$ cat src/rtl/mdu_ctrl.sv
// mdu_ctrl: iterative multiply/divide unit for the EX stage of a 32-bit MIPS core.
// Owns HI/LO and sequences MULT/MULTU/DIV/DIVU, one bit per cycle.
// It also serves MFHI/MFLO/MTHI/MTLO and stalls the pipeline while a result or a HI/LO hazard is pending.
//
// Ports:
//   clk, resetn        clock (rising edge), asynchronous active-low reset
//   in_valid           EX holds a valid instruction
//   op, func           instruction[31:26], instruction[5:0]
//   rs_val, rt_val     operands (rs: dividend/multiplicand/MT data, rt: divisor/multiplier)
//   flush              synchronous pipeline flush, aborts any operation
//   stall              hold EX and upstream stages
//   busy               FSM is not IDLE
//   hi, lo             architectural HI/LO registers
//   rdata              MFHI -> hi, MFLO -> lo, otherwise 0
//
// Handshake: a mul/div instruction in EX is accepted in IDLE and then held by
// stall until the FSM reaches DONE. In DONE, stall drops and the instruction
// retires on that edge, together with the HI/LO commit. HI/LO accesses proceed
// only in IDLE.
module mdu_ctrl #(
   parameter int ITER = 32
) (
   input  logic        clk,
   input  logic        resetn,
   input  logic        in_valid,
   input  logic [5:0]  op,
   input  logic [5:0]  func,
   input  logic [31:0] rs_val,
   input  logic [31:0] rt_val,
   input  logic        flush,
   output logic        stall,
   output logic        busy,
   output logic [31:0] hi,
   output logic [31:0] lo,
   output logic [31:0] rdata
);

   typedef enum logic [1:0] {IDLE, MUL, DIV, DONE} state_t;

   // After the counter reaches ITER, one extra edge carries the FSM into DONE.
   // Together with the accept edge, this gives the fixed k+33 DONE / k+34 commit timing.
   localparam logic [5:0] LAST = 6'(ITER);

   state_t      state, state_nx;
   logic [5:0]  cnt;
   logic [63:0] acc;       // mul: {partial product, multiplier}; div: {remainder, quotient}
   logic [31:0] opnd;      // multiplicand magnitude (mul) or divisor magnitude (div)
   logic        neg_res;   // negate product / quotient on commit
   logic        neg_rem;   // negate remainder on commit (follows dividend sign)
   logic        div0;
   logic        is_mul_q;

   // decode
   logic special, is_muldiv, is_hilo, is_mfhi, is_mflo, is_mthi, is_mtlo;
   logic signed_op, mul_op;
   assign special   = (op == 6'b000000);
   assign is_muldiv = special & (func[5:2] == 4'b0110);
   assign is_hilo   = special & (func[5:2] == 4'b0100);
   assign is_mfhi   = is_hilo & (func[1:0] == 2'b00);
   assign is_mthi   = is_hilo & (func[1:0] == 2'b01);
   assign is_mflo   = is_hilo & (func[1:0] == 2'b10);
   assign is_mtlo   = is_hilo & (func[1:0] == 2'b11);
   assign signed_op = ~func[0];
   assign mul_op    = ~func[1];

   logic [31:0] rs_abs, rt_abs;
   assign rs_abs = (signed_op & rs_val[31]) ? (32'd0 - rs_val) : rs_val;
   assign rt_abs = (signed_op & rt_val[31]) ? (32'd0 - rt_val) : rt_val;

   // one shift-add multiply step
   logic [32:0] mul_sum;
   assign mul_sum = {1'b0, acc[63:32]} + (acc[0] ? {1'b0, opnd} : 33'd0);

   // one restoring-divide step on the 33-bit partial remainder
   logic [32:0] part, diff;
   assign part = {acc[63:32], acc[31]};
   assign diff = part - {1'b0, opnd};

   // commit values
   logic [63:0] prod;
   logic [31:0] quo, rem;
   assign prod = neg_res ? (64'd0 - acc) : acc;
   assign quo  = neg_res ? (32'd0 - acc[31:0]) : acc[31:0];
   assign rem  = neg_rem ? (32'd0 - acc[63:32]) : acc[63:32];

   always_comb begin
      state_nx = state;
      if (flush) begin
         state_nx = IDLE;
      end else begin
         case (state)
            IDLE: if (in_valid & is_muldiv) state_nx = mul_op ? MUL : DIV;
            MUL:  if (cnt == LAST) state_nx = DONE;
            // divide-by-zero spends one cycle here, then goes straight to DONE
            DIV:  if (div0 | (cnt == LAST)) state_nx = DONE;
            DONE: state_nx = IDLE;
            default: state_nx = IDLE;
         endcase
      end
   end

   always_ff @(posedge clk or negedge resetn) begin
      if (!resetn) begin
         state    <= IDLE;
         cnt      <= 6'd0;
         acc      <= 64'd0;
         opnd     <= 32'd0;
         neg_res  <= 1'b0;
         neg_rem  <= 1'b0;
         div0     <= 1'b0;
         is_mul_q <= 1'b0;
         hi       <= 32'd0;
         lo       <= 32'd0;
      end else begin
         state <= state_nx;
         if (flush) begin
            cnt <= 6'd0;
         end else begin
            case (state)
               IDLE: begin
                  if (in_valid & is_muldiv) begin
                     opnd     <= mul_op ? rs_abs : rt_abs;
                     acc      <= {32'd0, (mul_op ? rt_abs : rs_abs)};
                     neg_res  <= signed_op & (rs_val[31] ^ rt_val[31]);
                     neg_rem  <= signed_op & rs_val[31];
                     div0     <= ~mul_op & (rt_val == 32'd0);
                     is_mul_q <= mul_op;
                     cnt      <= 6'd0;
                  end else if (in_valid & is_mthi) begin
                     hi <= rs_val;
                  end else if (in_valid & is_mtlo) begin
                     lo <= rs_val;
                  end
               end
               MUL: begin
                  if (cnt != LAST) begin
                     acc <= {mul_sum, acc[31:1]};
                     cnt <= cnt + 6'd1;
                  end
               end
               DIV: begin
                  if (!div0 && cnt != LAST) begin
                     acc <= diff[32] ? {part[31:0], acc[30:0], 1'b0}
                                     : {diff[31:0], acc[30:0], 1'b1};
                     cnt <= cnt + 6'd1;
                  end
               end
               DONE: begin
                  if (!div0) begin
                     if (is_mul_q) begin
                        {hi, lo} <= prod;
                     end else begin
                        hi <= rem;
                        lo <= quo;
                     end
                  end
               end
               default: ;
            endcase
         end
      end
   end

   assign busy  = (state != IDLE);
   assign stall = in_valid & ((is_muldiv & (state != DONE)) | (is_hilo & (state != IDLE)));
   assign rdata = is_mfhi ? hi : (is_mflo ? lo : 32'd0);

endmodule

$ cat config.mk
export PLATFORM = sky130hd
export DESIGN_NAME = mdu_ctrl
export DESIGN_NICKNAME = d
export VERILOG_FILES = /design/src/rtl/mdu_ctrl.sv
export SDC_FILE = /design/constraint.sdc
export NUM_CORES = 1
export LEC_CHECK = 0
export CAP_MARGIN = 20
export CORE_ASPECT_RATIO = 0.75
export CORE_MARGIN = 2
export CORE_UTILIZATION = 40
export CTS_CLUSTER_DIAMETER = 80
export CTS_CLUSTER_SIZE = 30
export DETAILED_ROUTE_END_ITERATION = 6
export MAX_ROUTING_LAYER = met4
export PLACE_DENSITY = 0.6
export SLEW_MARGIN = 20
export SYNTH_ARGS = -nofsm -noshare
export SYNTH_HDL_FRONTEND = slang
export SYNTH_SLANG_ARGS = --single-unit
$ cat constraint.sdc
create_clock -name clk -period 3.75 [get_ports clk]
set_input_delay 0.75 -clock clk [delete_from_list [all_inputs] [get_ports clk]]
set_output_delay 0.75 -clock clk [all_outputs]
set_load 0.01 [all_outputs]
Word-level counts from Yosys, hierarchy flattened:

Cells that the tools add are included.

* div/mod/pow operators: 0
* shift-type cells: 0
* eq/ne operators: 24
* bitwise gates (word level): 22
* order comparisons: 0
* multiplexer cells: 37
* $add $sub $neg: 8
* $mul: 0
* reduce and logical (&&, ||, !) cells: 16

Operators by type and width (number)
* 2-to-1 mux 32 bit: 18
* 2-to-1 mux 64 bit: 5
* case mux 64 bit (3 select lines): 1
* case mux 32 bit (2 select lines): 2
* subtractor 1 x 32 -> 32 bit, first input constant: 4
* subtractor 1 x 64 -> 64 bit, first input constant: 1
* adder 32 x 32 -> 33 bit: 1
* subtractor 33 x 32 -> 33 bit: 1
* logical NOT 32 bit: 1
* 2-to-1 mux 6 bit: 4
* inequality test 2 bit, second input constant: 9
* case mux 6 bit (3 select lines): 1
* AND 1 bit: 16
* inequality test 3 bit, second input constant: 5
* 2-to-1 mux 2 bit: 5
* AND reduction 5 bit: 2
* equality test 2 bit, second input constant: 4
* equality test 4 x 3 -> 1 bit, second input constant: 2
* case mux 2 bit (4 select lines): 1
* adder 6 x 1 -> 6 bit, second input constant: 1
* equality test 6 bit, second input constant: 1
* logical NOT 6 bit: 1
* inequality test 6 bit, second input constant: 1
* AND reduction 3 bit: 2
* 12 further kinds: 18

* memories kept: 0
* memory bits (read-only): 0
* input port bits: 80
* bits in writable memories: 0
* bits in registers: 172
* bits in latches: 0
* word-level logic and storage cells: 117
* output and inout port bits: 98

Longest topological paths before layout:

* word-level depth: 8
* depth in mapped cells: 15
* depth with buffers taken out: 13

Worst setup path after synthesis:

Ideal clock, no wire load.

* kind: reg2reg
* start point: register acc[0]
* end point: register acc[60]
* setup time: 120 ps
* stages on the path, launching flop included: 14
* path buffers: 1
* arrival time: 3297 ps
* clock period less this slack: 3417 ps
* data required time: 3630 ps
* path slack: 333 ps
* cell sequence: dfrtp_1 inv_1 clkbuf_1 nor2_1 ha_1 nand2_1 or3_1 nor4b_1 o311ai_1 a31o_2 o31a_1 o31ai_1 xor2_1 a31o_1

* longest elaborated chain between the ends: 4

RTL lines
* start: declaration: RTL line 46 `logic [63:0] acc;`
* start signal: assignment: RTL line 123 `acc <= {32'd0, (mul_op ? rt_abs : rs_abs)};`
* start signal: assignment: RTL line 137 `acc <= {mul_sum, acc[31:1]};`
* start signal: assignment: RTL line 143 `acc <= diff[32] ? {part[31:0], acc[30:0], 1'b0}`
* 2-to-1 mux 32 bit: RTL line 72 `assign mul_sum = {1'b0, acc[63:32]} + (acc[0] ? {1'b0, opnd} : 33'd0);`
* adder 32 x 32 -> 33 bit: RTL line 72
* 2-to-1 mux 64 bit: RTL line 136 `if (cnt != LAST) begin`
* case mux 64 bit (3 select lines): RTL line 119 `case (state)`

No other way between the ends. The select of a mux whose other input is x is not followed.
A chain may end at the register's enable or synchronous reset.

Worst setup path after layout:

* start point: register acc[0]
* end point: register acc[58]

Same word-level chain as after synthesis.

==> flow_summary.yaml <==
global_route:
  grt_use_met3_pct: 11.8
  maximum_number_of_pins_on_one_net_before_global_route_repair: 96
  number_of_antenna_violations_at_the_first_check_in_global_routing: 2
  first_pass_grt_wire_length_um: 97000
  groute.layer.met1.usage_pct: 47.6
  global_route.overflow_total: 0
  grt_util_met2_pct: 40.8
  gr-max-usage-layer: "met1"
  grt_pass1_vias: 15300
  track_usage_pct: 32.3
clock_network:
  cts.root.buffer_cell: "sky130_fd_sc_hd__clkbuf_16"
  worst_setup_hold_path_clk_slew_ns: 0.07
  clk-insertion-delay-late_ns: 0.47
  tritoncts: "done"
  htreeDepth: 4
  cts.path.max_buffers: 2
  clkSinkCount: 172
  tritoncts.num_buffers: 17
  number_of_hold_buffers_added_after_cts: 0
sta:
  finalMaxSlewViolations: 0
  timing.slew.headroom_pct: 32.2
  holdWs_ns: 0.260
  finalWorstSetupSlack_ns: 0.0823
  final.setup_skew_ns: 0.0108
  timing.final.crit_period_ns: 3.67
  setup_viol: 0
  worstMarginPinSlew_ns: 1.01
  achievable_freq_mhz: 273
  post-route-period-util_pct: 97.8
  final_hold_violations: 0
die:
  floorplan.die_area_um2: 41000
  core_region_area_um2: 38600
  num_rows: 62
  chipHeight_um: 176
  ioPinCount: 178
  initial_core_util_pct: 40.8
  die_span_x_um: 233
yosys:
  synth_edf_count: 0
  synth_cells: 2034
  synthFlopType: "sky130_fd_sc_hd__dfrtp_1"
  synthArstFlopShare_pct: 100
  synth_cell_types: 85
  synth_largest_area_cell: "sky130_fd_sc_hd__dfrtp_1"
  synth.yosys.warnings: 0
  synth_area_um2: 15700
  yosys_reg_bits: 172
  synth.net_count: 2190
  ys_seq_area_share_pct: 27.3
  synth_area_leaders: "sky130_fd_sc_hd__dfrtp_1, sky130_fd_sc_hd__o21ai_0, sky130_fd_sc_hd__a21oi_1"
  avgSynthCellArea_um2: 7.74
  top_area_cell_type_share_of_the_netlist_area_pct: 27.3
min_path:
  timing.hold.worst.class: "primary input to async pin"
route:
  drc: 0
  drtIter0Drc: 1772
  routed_wire_length_per_instance_um: 23.0
  finalWirelength_um: 65000
  ant_nets: 0
  firstDrtPassIters: 6
  via_count: 16800
  detail_route.vias_per_cell: 5.92
worst_setup_path:
  critPathArrivalTime_ns: 4.00
  worstSetupStartpointType: "register"
  critical_path_peak_fanout: 16
  crit_path_required_time_ns: 4.08
  timing.critical_path.to_type: "register"
  rrSetupSlack_ns: 0.08
  timing_worst_setup_path_type: "register to register"
run:
  max_cap_violations: 0
place:
  detailedPlace.worstSlack_ns: -0.0929
  globalplace.congestion: 0.998
  buffer_ports.inserted: 177
  placement.cell_area_um2: 19200
  hpwlAfterDp_um: 52500
finish:
  drive_gt1_share_pct: 12.4
  final_net_count: 2459
  final_core_utilization_pct: 51.5
  syn2layout_area_growth_pct: 26.2
  area_of_all_placed_cells_without_fillers_um2: 19900
power:
  vdd_drop_max_v: 0.000397
  static-leakage-power_nw: 8.57
  power-per-cell-area_nw_per_um2: 585
status:
  outcome: "finished, final reports clean"
cells in the final DEF, fill, tap and decap left out, types with 71 or more instances in the layout:
cell type and count:
sky130_fd_sc_hd__o21ai_0 190, sky130_fd_sc_hd__nand2_1 204, sky130_fd_sc_hd__ha_1 73, sky130_fd_sc_hd__buf_4 198
sky130_fd_sc_hd__dfrtp_1 172, sky130_fd_sc_hd__mux2i_1 71, sky130_fd_sc_hd__a21oi_1 189, sky130_fd_sc_hd__nor2_1 226
sky130_fd_sc_hd__xor2_1 75, sky130_fd_sc_hd__clkdlybuf4s50_1 175, sky130_fd_sc_hd__xnor2_1 101
state kept, by name, summed over array words and instances (netlist names):
register and count:
neg_res 1, neg_rem 1, div0 1, lo 32, state 2, hi 32, opnd 32, acc 64
is_mul_q 1, cnt 6
power breakdown:
group	total, mW	leakage, nW	switching (mW)	internal (mW)
Sequential	3.13	2.21	0.713	2.42
Clock	1.96	0.299	0.872	1.09
Combinational	6.53	6.06	3.75	2.78
through the flow:
step | std cells | setup TNS (ns) | total power, mW
global placement | 2795 | -0.420 | 9.41
global route | 2830 | -0.0184 | 12.3
detailed placement | 2795 | -0.451 | 9.49
finish | 2830 | 0 | 11.6
floorplan | 2034 | 0 | 6.52
CTS | 2827 | 0 | 11.5
cells by family (layout without fill, tap and decap cells):
group                      Yosys count  count (layout)  synth area share, %
xor gates and xnor gates           176             176                 9.79
and+or+nand+nor                    663             663                 19.9
other                                0               2                    0
adders and majority gates           76              76                 6.14
AOI/OAI and AO/OA                  668             668                 26.8
buffers and inverters              199             481                 4.90
muxes                               80              80                 5.16
DFF                                172             172                 27.3
synthesized netlist by cell type, types with 24 or more instances:
cell,number
sky130_fd_sc_hd__nor3_1,42
sky130_fd_sc_hd__a21oi_1,189
sky130_fd_sc_hd__a21o_1,36
sky130_fd_sc_hd__nand2b_1,24
sky130_fd_sc_hd__or3_1,27
sky130_fd_sc_hd__clkbuf_1,111
sky130_fd_sc_hd__xor2_1,75
sky130_fd_sc_hd__xnor2_1,101
sky130_fd_sc_hd__o31ai_1,34
sky130_fd_sc_hd__nand2_1,207
sky130_fd_sc_hd__mux2i_1,71
sky130_fd_sc_hd__inv_1,70
sky130_fd_sc_hd__a221oi_1,25
sky130_fd_sc_hd__ha_1,74
sky130_fd_sc_hd__nor2_1,226
sky130_fd_sc_hd__dfrtp_1,172
sky130_fd_sc_hd__o21ai_0,191
worst paths after layout:
check | cells past startpoint | start | endpoint
max | 16 | acc[0] | acc[58]
min | 1 | resetn | acc[58]
max reg2reg | 16 | acc[0] | acc[58]
min reg2reg | 2 | opnd[26] | opnd[26]
max in group asynchronous | 2 | resetn | acc[0]
min in group clk | 2 | opnd[26] | opnd[26]
per-layer routing:
layer | wire, um | vias to the layer above | share of wire (%)
met5 | 0 | - | 0
met4 | 1270 | 0 | 2.0
met3 | 8160 | 60 | 13
met2 | 24900 | 876 | 38
met1 | 30700 | 7966 | 47
li1 | - | 7854 | -
area by class of cell:
cell class              instances  area [um2]
clock buffers                  19         443
repair buffers                378        3320
inverters                      71         267
flip-flops and latches        172        4300
multi-input cells            1663       10700
fillers                      3758       18700
well taps                     512         641
diodes                          2        5.00
clock inverters                13         180
worst max-delay path, cell delays in order, from the launching register on:
cell and delay [ns]:
sky130_fd_sc_hd__dfrtp_1 0.41, sky130_fd_sc_hd__inv_1 0.13, sky130_fd_sc_hd__buf_12 0.17, sky130_fd_sc_hd__nor2_1 0.05, sky130_fd_sc_hd__ha_1 0.29, sky130_fd_sc_hd__nand2_1 0.08
sky130_fd_sc_hd__or3_1 0.38, sky130_fd_sc_hd__buf_4 0.15, sky130_fd_sc_hd__nor3b_1 0.22, sky130_fd_sc_hd__buf_4 0.16, sky130_fd_sc_hd__o311ai_1 0.16, sky130_fd_sc_hd__a31o_2 0.33
sky130_fd_sc_hd__o31a_1 0.32, sky130_fd_sc_hd__buf_4 0.15, sky130_fd_sc_hd__o21ai_0 0.23, sky130_fd_sc_hd__xnor2_1 0.16, sky130_fd_sc_hd__o221ai_1 0.14
repair_timing:
| action | 4_1_cts | 5_1_grt |
|---|---|---|
| setup endpoints to repair | 0 | 4 |
| buffers inserted | 0 | 1 |
| gates resized for setup | 0 | 5 |
Note: power is estimated with default switching activity, not from simulation.
